`config.mk`:
```
export PLATFORM = sky130hd
export DESIGN_NAME = branch_pc_ctrl_flat
export DESIGN_NICKNAME = d
export VERILOG_FILES = /design/src/rtl/branch_pc_ctrl_if.sv /design/src/rtl/branch_pc_ctrl.sv /design/src/flat_wrapper.sv
export SDC_FILE = /design/constraint.sdc
export NUM_CORES = 1
export LEC_CHECK = 0
export BUFFER_PORTS_ARGS = -buffer_cell sky130_fd_sc_hd__buf_2
export CORE_ASPECT_RATIO = 1.1
export CORE_MARGIN = 1
export CORE_UTILIZATION = 50
export CTS_BUF_LIST = sky130_fd_sc_hd__clkbuf_4 sky130_fd_sc_hd__clkbuf_8
export CTS_CLUSTER_SIZE = 8
export DETAILED_ROUTE_END_ITERATION = 16
export PLACE_DENSITY = 0.73
export RECOVER_POWER = 100
export REMOVE_ABC_BUFFERS = 1
export SLEW_MARGIN = 5
export SYNTH_ARGS = -nofsm -noshare
export SYNTH_HDL_FRONTEND = slang
export SYNTH_SLANG_ARGS = --single-unit
```
`constraint.sdc`:
```
create_clock -name clk -period 16.5 [get_ports clk]
set_input_delay 3.3 -clock clk [delete_from_list [all_inputs] [get_ports clk]]
set_output_delay 3.3 -clock clk [all_outputs]
set_load 0.01 [all_outputs]
```
`src/rtl/branch_pc_ctrl_if.sv`:
```
// Request/response bundle for the branch next-PC controller.
// start is a request pulse taken only while the controller is idle (busy=0); done is a one-cycle response pulse.
interface branch_pc_ctrl_if #(
    parameter int PC_W  = 16,
    parameter int OFF_W = 9
);
    logic             start;
    logic [PC_W-1:0]  pc_in;
    logic             is_branch;
    logic             is_reg;
    logic [2:0]       cond;
    logic [2:0]       flags;
    logic [OFF_W-1:0] imm;
    logic [PC_W-1:0]  reg_target;
    logic             busy;
    logic             done;
    logic [PC_W-1:0]  pc_next;
    logic             taken;
    logic             trap;

    modport master (
        output start, pc_in, is_branch, is_reg, cond, flags, imm, reg_target,
        input  busy, done, pc_next, taken, trap
    );

    modport slave (
        input  start, pc_in, is_branch, is_reg, cond, flags, imm, reg_target,
        output busy, done, pc_next, taken, trap
    );
endinterface

```
`src/rtl/branch_pc_ctrl.sv`:
```
// Multi-cycle next-PC controller sharing one ripple adder between PC+2 and the branch target.
// Optional macro BRANCH_TGT_TRAP_EN: a signed-overflowing B target suppresses the branch and raises trap.
module branch_pc_ctrl_fa (
    input  logic a,
    input  logic b,
    input  logic cin,
    output logic s,
    output logic cout
);
    assign s    = a ^ b ^ cin;
    assign cout = (a & b) | (cin & (a ^ b));
endmodule

module branch_pc_ctrl #(
    parameter int PC_W  = 16,
    parameter int OFF_W = 9
) (
    input  logic                  clk,
    input  logic                  rst,
    branch_pc_ctrl_if.slave       bus,
    output logic [1:0]            state_dbg
);
    typedef enum logic [1:0] {
        S_IDLE = 2'd0,
        S_INC  = 2'd1,
        S_TGT  = 2'd2,
        S_DONE = 2'd3
    } state_t;

    state_t            state;
    logic [PC_W-1:0]   pc_lat;
    logic [PC_W-1:0]   rt_lat;
    logic [PC_W-1:0]   pc_inc;
    logic [PC_W-1:0]   pc_next_q;
    logic              is_branch_lat;
    logic              is_reg_lat;
    logic [2:0]        cond_lat;
    logic [2:0]        flags_lat;
    logic [OFF_W-1:0]  imm_lat;
    logic              busy_q;
    logic              done_q;
    logic              taken_q;

    logic [PC_W-1:0]   add_a;
    logic [PC_W-1:0]   add_b;
    logic [PC_W-1:0]   add_sum;
    logic [PC_W:0]     carry;
    logic [PC_W-1:0]   off_ext;
    logic              cond_ok;
    logic              br_taken;
    logic              unused_carry;

    // Word offset: sign-extend then shift left by one (bit 0 always zero).
    assign off_ext = {{(PC_W-OFF_W-1){imm_lat[OFF_W-1]}}, imm_lat, 1'b0};

    always_comb begin
        add_a = pc_lat;
        add_b = PC_W'(2);
        if (state == S_TGT) begin
            add_a = pc_inc;
            add_b = off_ext;
        end
    end

    assign carry[0] = 1'b0;
    generate
        for (genvar i = 0; i < PC_W; i++) begin : g_rca
            branch_pc_ctrl_fa u_fa (
                .a    (add_a[i]),
                .b    (add_b[i]),
                .cin  (carry[i]),
                .s    (add_sum[i]),
                .cout (carry[i+1])
            );
        end
    endgenerate
    assign unused_carry = carry[PC_W];

    // Flags are packed {Z,V,N}.
    always_comb begin
        cond_ok = 1'b0;
        case (cond_lat)
            3'b000: cond_ok = ~flags_lat[2];
            3'b001: cond_ok = flags_lat[2];
            3'b010: cond_ok = ~flags_lat[2] & ~flags_lat[0];
            3'b011: cond_ok = flags_lat[0];
            3'b100: cond_ok = flags_lat[2] | (~flags_lat[2] & ~flags_lat[0]);
            3'b101: cond_ok = flags_lat[0] | flags_lat[2];
            3'b110: cond_ok = flags_lat[1];
            default: cond_ok = 1'b1;
        endcase
    end
    assign br_taken = is_branch_lat & cond_ok;

`ifdef BRANCH_TGT_TRAP_EN
    logic ovf;
    logic tgt_ovf;
    assign ovf = (add_a[PC_W-1] == add_b[PC_W-1]) && (add_sum[PC_W-1] != add_a[PC_W-1]);
`endif

    always_ff @(posedge clk) begin
        if (rst) begin
            state         <= S_IDLE;
            pc_lat        <= '0;
            rt_lat        <= '0;
            pc_inc        <= '0;
            pc_next_q     <= '0;
            is_branch_lat <= 1'b0;
            is_reg_lat    <= 1'b0;
            cond_lat      <= '0;
            flags_lat     <= '0;
            imm_lat       <= '0;
            busy_q        <= 1'b0;
            done_q        <= 1'b0;
            taken_q       <= 1'b0;
`ifdef BRANCH_TGT_TRAP_EN
            tgt_ovf       <= 1'b0;
`endif
        end else begin
            done_q <= 1'b0;
`ifdef BRANCH_TGT_TRAP_EN
            tgt_ovf <= 1'b0;
`endif
            case (state)
                S_IDLE: begin
                    if (bus.start) begin
                        pc_lat        <= bus.pc_in;
                        rt_lat        <= bus.reg_target;
                        is_branch_lat <= bus.is_branch;
                        is_reg_lat    <= bus.is_reg;
                        cond_lat      <= bus.cond;
                        flags_lat     <= bus.flags;
                        imm_lat       <= bus.imm;
                        busy_q        <= 1'b1;
                        state         <= S_INC;
                    end
                end
                S_INC: begin
                    pc_inc <= add_sum;
                    if (br_taken && !is_reg_lat) begin
                        state <= S_TGT;
                    end else begin
                        pc_next_q <= br_taken ? rt_lat : add_sum;
                        taken_q   <= br_taken;
                        busy_q    <= 1'b0;
                        done_q    <= 1'b1;
                        state     <= S_DONE;
                    end
                end
                S_TGT: begin
                    // The target registers straight into pc_next; no separate holding copy is needed.
`ifdef BRANCH_TGT_TRAP_EN
                    tgt_ovf   <= ovf;
                    pc_next_q <= ovf ? pc_inc : add_sum;
                    taken_q   <= ~ovf;
`else
                    pc_next_q <= add_sum;
                    taken_q   <= 1'b1;
`endif
                    busy_q    <= 1'b0;
                    done_q    <= 1'b1;
                    state     <= S_DONE;
                end
                default: begin
                    state <= S_IDLE;
                end
            endcase
        end
    end

    assign bus.busy    = busy_q;
    assign bus.done    = done_q;
    assign bus.pc_next = pc_next_q;
    assign bus.taken   = taken_q;
`ifdef BRANCH_TGT_TRAP_EN
    assign bus.trap    = tgt_ovf;
`else
    assign bus.trap    = 1'b0;
`endif
    assign state_dbg   = state;
endmodule

```
`src/flat_wrapper.sv`:
```
// flat-port wrapper written by rule: the top's interface ports become plain ports
module branch_pc_ctrl_flat 
#(
    parameter int PC_W  = 16,
    parameter int OFF_W = 9
)
  (clk, rst, state_dbg, bus_start, bus_pc_in, bus_is_branch, bus_is_reg, bus_cond, bus_flags, bus_imm, bus_reg_target, bus_busy, bus_done, bus_pc_next, bus_taken, bus_trap);
  branch_pc_ctrl_if #(.PC_W(PC_W), .OFF_W(OFF_W)) bus_i ();
  input  logic clk;
  input  logic rst;
  output logic [1:0] state_dbg;
  input wire logic [$bits(bus_i.start)-1:0] bus_start;
  input wire logic [$bits(bus_i.pc_in)-1:0] bus_pc_in;
  input wire logic [$bits(bus_i.is_branch)-1:0] bus_is_branch;
  input wire logic [$bits(bus_i.is_reg)-1:0] bus_is_reg;
  input wire logic [$bits(bus_i.cond)-1:0] bus_cond;
  input wire logic [$bits(bus_i.flags)-1:0] bus_flags;
  input wire logic [$bits(bus_i.imm)-1:0] bus_imm;
  input wire logic [$bits(bus_i.reg_target)-1:0] bus_reg_target;
  output wire logic [$bits(bus_i.busy)-1:0] bus_busy;
  output wire logic [$bits(bus_i.done)-1:0] bus_done;
  output wire logic [$bits(bus_i.pc_next)-1:0] bus_pc_next;
  output wire logic [$bits(bus_i.taken)-1:0] bus_taken;
  output wire logic [$bits(bus_i.trap)-1:0] bus_trap;
  assign bus_i.start = bus_start;
  assign bus_i.pc_in = bus_pc_in;
  assign bus_i.is_branch = bus_is_branch;
  assign bus_i.is_reg = bus_is_reg;
  assign bus_i.cond = bus_cond;
  assign bus_i.flags = bus_flags;
  assign bus_i.imm = bus_imm;
  assign bus_i.reg_target = bus_reg_target;
  assign bus_busy = bus_i.busy;
  assign bus_done = bus_i.done;
  assign bus_pc_next = bus_i.pc_next;
  assign bus_taken = bus_i.taken;
  assign bus_trap = bus_i.trap;
  branch_pc_ctrl #(.PC_W(PC_W), .OFF_W(OFF_W)) u_core (.clk(clk), .rst(rst), .bus(bus_i), .state_dbg(state_dbg));
endmodule
```
==> results of run 1 <==
## power by group through the flow
| stage | Combinational, mW | Clock, mW | Sequential (mW) |
|---|---|---|---|
| after floorplan | 0.214 | 0 | 0.299 |
| after global placement | 0.305 | 0 | 0.299 |
| after detailed placement | 0.315 | 0 | 0.301 |
| after CTS | 0.315 | 0.211 | 0.296 |
| after global routing | 0.345 | 0.221 | 0.304 |
| final | 0.307 | 0.209 | 0.298 |
## tightest hold or removal path, cell delays in order, from the launching register on
cell,delay (ps)
dfxtp_1,310
nand2_1,50
a21oi_1,50
## final cells by class
| type | count | area (sq um) |
|---|---|---|
| Tap cell | 108 | 135 |
| Sequential cell | 86 | 1720 |
| Clock inverter | 6 | 158 |
| Inverter | 17 | 63.8 |
| Timing Repair Buffer | 77 | 364 |
| Multi-Input combinational cell | 329 | 2130 |
| Clock buffer | 10 | 131 |
| Fill cell | 749 | 3210 |
## state kept, by name, summed over array words and instances (netlist names)
name / flops
u_core.bus.busy: 1
u_core.bus.done: 1
u_core.bus.pc_next: 16
u_core.bus.taken: 1
u_core.cond_lat: 3
u_core.flags_lat: 3
u_core.imm_lat: 9
u_core.is_branch_lat: 1
u_core.is_reg_lat: 1
u_core.pc_inc: 16
u_core.pc_lat: 16
u_core.rt_lat: 16
u_core.state_dbg: 2
## path summary, 6_finish.rpt
| check | start | endpoint | cells after the start |
|---|---|---|---|
| setup reg to reg | u_core.state_dbg[0] | u_core.bus.pc_next[15] | 27 |
| hold reg to reg | u_core.imm_lat[7] | u_core.imm_lat[7] | 2 |
| hold / removal | u_core.imm_lat[7] | u_core.imm_lat[7] | 2 |
| setup / recovery | rst | u_core.bus.pc_next[10] | 5 |
## metal layers
| layer | vias to the layer above | global-route usage | wire length [um] |
|---|---|---|---|
| li1 | 1670 | - | - |
| met1 | 1607 | 0.295 | 4080 |
| met2 | 86 | 0.374 | 4400 |
| met3 | 20 | 0.0529 | 358 |
| met4 | 0 | 0.0955 | 218 |
| met5 | - | 0 | 0 |
## metrics by stage
stage	hold WS, ps	total power, mW	area (sq um)	utilization
after global placement	442	0.603	4450	0.563
after detailed placement	448	0.615	4450	0.563
after global routing	481	0.870	4700	0.594
after CTS	459	0.823	4740	0.599
final	458	0.814	4700	0.594
after floorplan	425	0.513	3920	-
## cell families after synthesis
family	Yosys count	share of synthesized area
compound gates	106	0.173
other cells	1	0.000919
mux	33	0.0831
fa+ha+maj	19	0.0821
buf+inv	50	0.0552
flops	86	0.422
xor+xnor	2	0.00429
simple gates	168	0.180
## cells in the final DEF, fill, tap and decap left out, types with 9 or more instances in the layout
cell,synthesis,layout
nand2_1,115,115
mux2i_1,26,26
buf_2,2,51
dfxtp_1,86,86
a21oi_1,62,62
fa_1,13,13
a211oi_1,10,10
clkbuf_1,22,23
nor2_1,24,24
clkbuf_8,0,9
inv_1,17,17
==> flow_summary_export.csv, run 1 <==
group,metric,value,unit
power_and_ir_drop,p_comb_frac,0.377,
clock_network,postCtsHoldBufs,0,
clock_network,insertion_delay,370,ps
floorplan,placeableCoreArea,0.00791,sq mm
placed_design,io_buffers,72,
worst_setup_path,crit_required,16720,ps
cells_and_area,area_growth,15.2,%
timing,finalCriticalPeriod,7270,ps
yosys,yosys.area.top_type_share,0.422,
worst_setup_path,cp_max_fo,78,
yosys,async_flop_share,0,
placed_design,dp.cells,617,
route,dr.pass1.iters,5,
clock_network,ctsResizeCount,0,
worst_setup_path,max_stage_delay,2460,ps
power_and_ir_drop,switchingPower,301,uW
route,wirelength,9060,um
worst_setup_path,cp_slowest_cell,"clkbuf_1",
route,first_iter_violations,139,
worst_setup_path,cp-start-kind,"input port",
worst_setup_path,arrival,7490,ps
floorplan,fp.dieW,88.2,um
worst_setup_path,rrSetupSlack,9570,ps
power_and_ir_drop,power_density,173,mW/mm^2
timing,tns,0,ps
yosys,seq_area_frac_synth,0.422,
grt,grt_use_total,0.231,
cells_and_area,fin_cells,633,
grt,grt_max_degree,79,
route,viasPerCell,5.34,
placed_design,dp_hpwl,6280,um
worst_setup_path,path_class,"in -> reg",
grt,grt_pass1_wl,15300,um
clock_network,h-tree-depth,3,
yosys,ys.flop_type,"dfxtp_1",
floorplan,row_count,34,
clock_network,cts_setup_buffers,0,
timing,relSlewSlack,-1.35,
yosys,netlist_top_cells_count,"nand2_1, dfxtp_1, a21oi_1",
power_and_ir_drop,switching_share,0.370,
power_and_ir_drop,p_seq_frac,0.366,
route,post-route-drc-count,0,
power_and_ir_drop,power.internal,513,uW
yosys,syn_area_per_cell,8.78,sq um
yosys,ys_types,45,
yosys,synth-seq-cells,86,
timing,skew,12.1,ps
cells_and_area,drive_gt1_frac,0.183,
yosys,synth_area,0.00408,sq mm
clock_network,cts_tree,"yes",
status,violations,"capacitance limit, slew limit",
clock_network,cts_buffers,9,
route,wl_per_cell,14.3,um
clock_network,clkTransAtPathRegs,90,ps
timing,fin_crit_sh,0.441,
grt,grt_pass1_vias,3379,
floorplan,start_util,0.516,
grt,antenna_found_initial,0,
worst_setup_path,path_delay_family,"buffers and inverters",
min_path,hold_class,"reg -> reg",
worst_setup_path,path_buf_inv,3,
timing,clock.fmax,138,MHz
cells_and_area,finalNetCount,591,
timing,finalMaxSlewViolations,79,
timing,hold_violations,0,
power_and_ir_drop,clock_power_share,0.257,
clock_network,cts_root_buf,"clkbuf_8",
placed_design,pre_cts_slack,10350,ps
worst_setup_path,worstPathCellList,"buf_2 > clkbuf_1 > inv_1 > nand3_1 > o22ai_1",
floorplan,die-height,96.8,um
status,status,"finished, violations left",
power_and_ir_drop,ir_worst_vdd,0.0000867,V
timing,tightest_slew,3520,ps
clock_network,clock-sinks,86,
power_and_ir_drop,leakagePower,1.82,nW
yosys,ys_warn_count,0,
placed_design,globalplace.congestion,0.774,
worst_setup_path,worst_setup_path_end_kind,"register",
clock_network,max-clock-path-buffers,2,
cells_and_area,antenna_cells,0,
yosys,synth_edf_count,0,
yosys,synthCells,465,
route,num_vias,3383,
floorplan,io_pins,74,
job,cap_violations,1,
timing,finalSetupViolCount,0,
grt,grt_overflow_total,0,
timing,finalWorstSetupSlack,9230,ps
timing,rsz0062_at_grt,"false",
yosys,yosysTopAreaCell,"dfxtp_1",
yosys,synth.area.top_cells,"dfxtp_1, nand2_1, a21oi_1",
route,ant_nets,0,
floorplan,dieArea,0.00853,sq mm
yosys,yosysMostFrequentCell,"nand2_1",
Note: power is estimated with default switching activity, not from simulation.
==> run 2: changes to the inputs <==
- PLACE_DENSITY: 0.73 -> 0.76
- clock period: 16.5 -> 6.64 ns (I/O delays scaled with it)
==> flow_summary_export.csv, run 2 (synthesis gave the netlist of run 1 again) <==
group,metric,value,unit
floorplan,fp.dieW,88.2,um
clock_network,postCtsHoldBufs,0,
timing,relSlewSlack,-1.39,
timing,tns,0,ps
job,cap_violations,1,
route,num_vias,3341,
route,wirelength,9200,um
clock_network,clkTransAtPathRegs,80,ps
timing,finalCriticalPeriod,6180,ps
timing,tightest_slew,3580,ps
placed_design,globalplace.congestion,0.840,
timing,finalSetupViolCount,0,
cells_and_area,antenna_cells,0,
clock_network,clock-sinks,86,
status,violations,"capacitance limit, slew limit",
clock_network,max-clock-path-buffers,2,
clock_network,cts_setup_buffers,0,
floorplan,start_util,0.516,
floorplan,placeableCoreArea,0.00791,sq mm
placed_design,dp_hpwl,6470,um
worst_setup_path,r2r_cells,26,
worst_setup_path,rrSetupSlack,460,ps
clock_network,h-tree-depth,3,
floorplan,io_pins,74,
route,wl_per_cell,14.5,um
worst_setup_path,cp-start-kind,"register",
worst_setup_path,arrival,6260,ps
floorplan,row_count,34,
placed_design,placed_area,0.00445,sq mm
worst_setup_path,rr_startpoint,"u_core.state_dbg[0]",
worst_setup_path,worst_setup_path_end_kind,"register",
placed_design,io_buffers,72,
route,dr.pass1.iters,4,
clock_network,ctsResizeCount,0,
cells_and_area,area_growth,12.8,%
cells_and_area,drive_gt1_frac,0.185,
power_and_ir_drop,leakagePower,1.78,nW
cells_and_area,stdcell_area,0.00461,sq mm
cells_and_area,final_common_cell,"nand2_1",
worst_setup_path,rr_endpoint,"u_core.bus.pc_next[15]",
timing,finalMaxSlewViolations,79,
worst_setup_path,path_class,"reg -> reg",
timing,rsz0062_at_grt,"false",
floorplan,die-height,96.8,um
cells_and_area,finalNetCount,591,
placed_design,pre_cts_slack,595,ps
worst_setup_path,cp_max_fo,10,
grt,grt_pass1_wl,15200,um
grt,grt_pass1_vias,3303,
floorplan,dieArea,0.00853,sq mm
timing,hold_violations,0,
timing,skew,6.52,ps
route,viasPerCell,5.28,
status,status,"finished, violations left",
route,ant_nets,0,
power_and_ir_drop,power_density,405,mW/mm^2
grt,grt_overflow_total,0,
clock_network,cts_tree,"yes",
grt,grt_use_total,0.228,
grt,antenna_found_initial,0,
min_path,min_to,"u_core.imm_lat[4]",
power_and_ir_drop,ir_worst_vdd,0.000152,V
min_path,min_from,"u_core.imm_lat[4]",
grt,grt_max_degree,79,
route,post-route-drc-count,0,
cells_and_area,fin_util,0.582,
min_path,hold_class,"reg -> reg",
timing,clock.fmax,162,MHz
timing,finalWorstSetupSlack,458,ps
clock_network,insertion_delay,360,ps
timing,fin_crit_sh,0.931,
min_path,hold_depth,2,
worst_setup_path,crit_required,6720,ps
route,first_iter_violations,219,
clock_network,cts_root_buf,"clkbuf_8",
clock_network,cts_buffers,9,
cells_and_area,mostFrequentLayoutCells,"nand2_1, dfxtp_1, a21oi_1",
worst_setup_path,startpoint,"u_core.state_dbg[0]",
==> run 2: layer usage <==
layer  up-vias  wire length, um  GRT usage
met4         0              182     0.0893
met3        18              460     0.0410
met5         -                0          0
met1      1554             4090      0.296
li1       1668                -          -
met2       101             4470      0.372
==> run 2: cell type report <==
cell class | count | area, sq um
Tap cell | 108 | 135
Timing Repair Buffer | 77 | 368
Fill cell | 770 | 3310
Multi-Input combinational cell | 329 | 2130
Clock buffer | 13 | 173
Inverter | 17 | 63.8
Clock inverter | 3 | 17.5
Sequential cell | 86 | 1720
==> run 2: critical path, cell delays in order (launching register included) <==
cell      delay [ps]
dfxtp_1          430
inv_1            110
ha_1             380
mux2_2           300
ha_1             130
inv_1             40
fa_1             370
fa_1             390
fa_1             370
inv_1             70
fa_1             180
fa_1             180
fa_1             190
fa_1             170
inv_1             50
fa_1             370
fa_1             390
fa_1             380
inv_1             80
fa_1             190
fa_1             170
inv_1             50
fa_1             370
xor2_1           180
xnor2_1          160
mux2i_1          130
a211oi_1          80
==> run 2: per-stage QoR <==
stage / hold WS [ps] / total power, mW / instances
floorplan: 425 / 1.28 / 432
global placement: 441 / 1.50 / 617
detailed placement: 448 / 1.54 / 617
CTS: 460 / 1.88 / 633
global route: 478 / 1.99 / 633
finish: 458 / 1.86 / 633
==> run 2: worst max path at each step <==
| stage | endpoint | slack [ps] |
|---|---|---|
| global route | u_core.bus.pc_next[15] | 170 |
| CTS | u_core.bus.pc_next[15] | 570 |
| detailed placement | u_core.bus.pc_next[15] | 600 |
| global placement | u_core.bus.pc_next[15] | 750 |
| finish | u_core.bus.pc_next[15] | 460 |
| floorplan | u_core.bus.pc_next[15] | 580 |
==> run 2: report_power, final <==
group          leakage (nW)  switching, mW  internal, mW
Combinational         0.979          0.477         0.298
Sequential            0.704         0.0915         0.648
Clock                0.0988          0.180         0.170
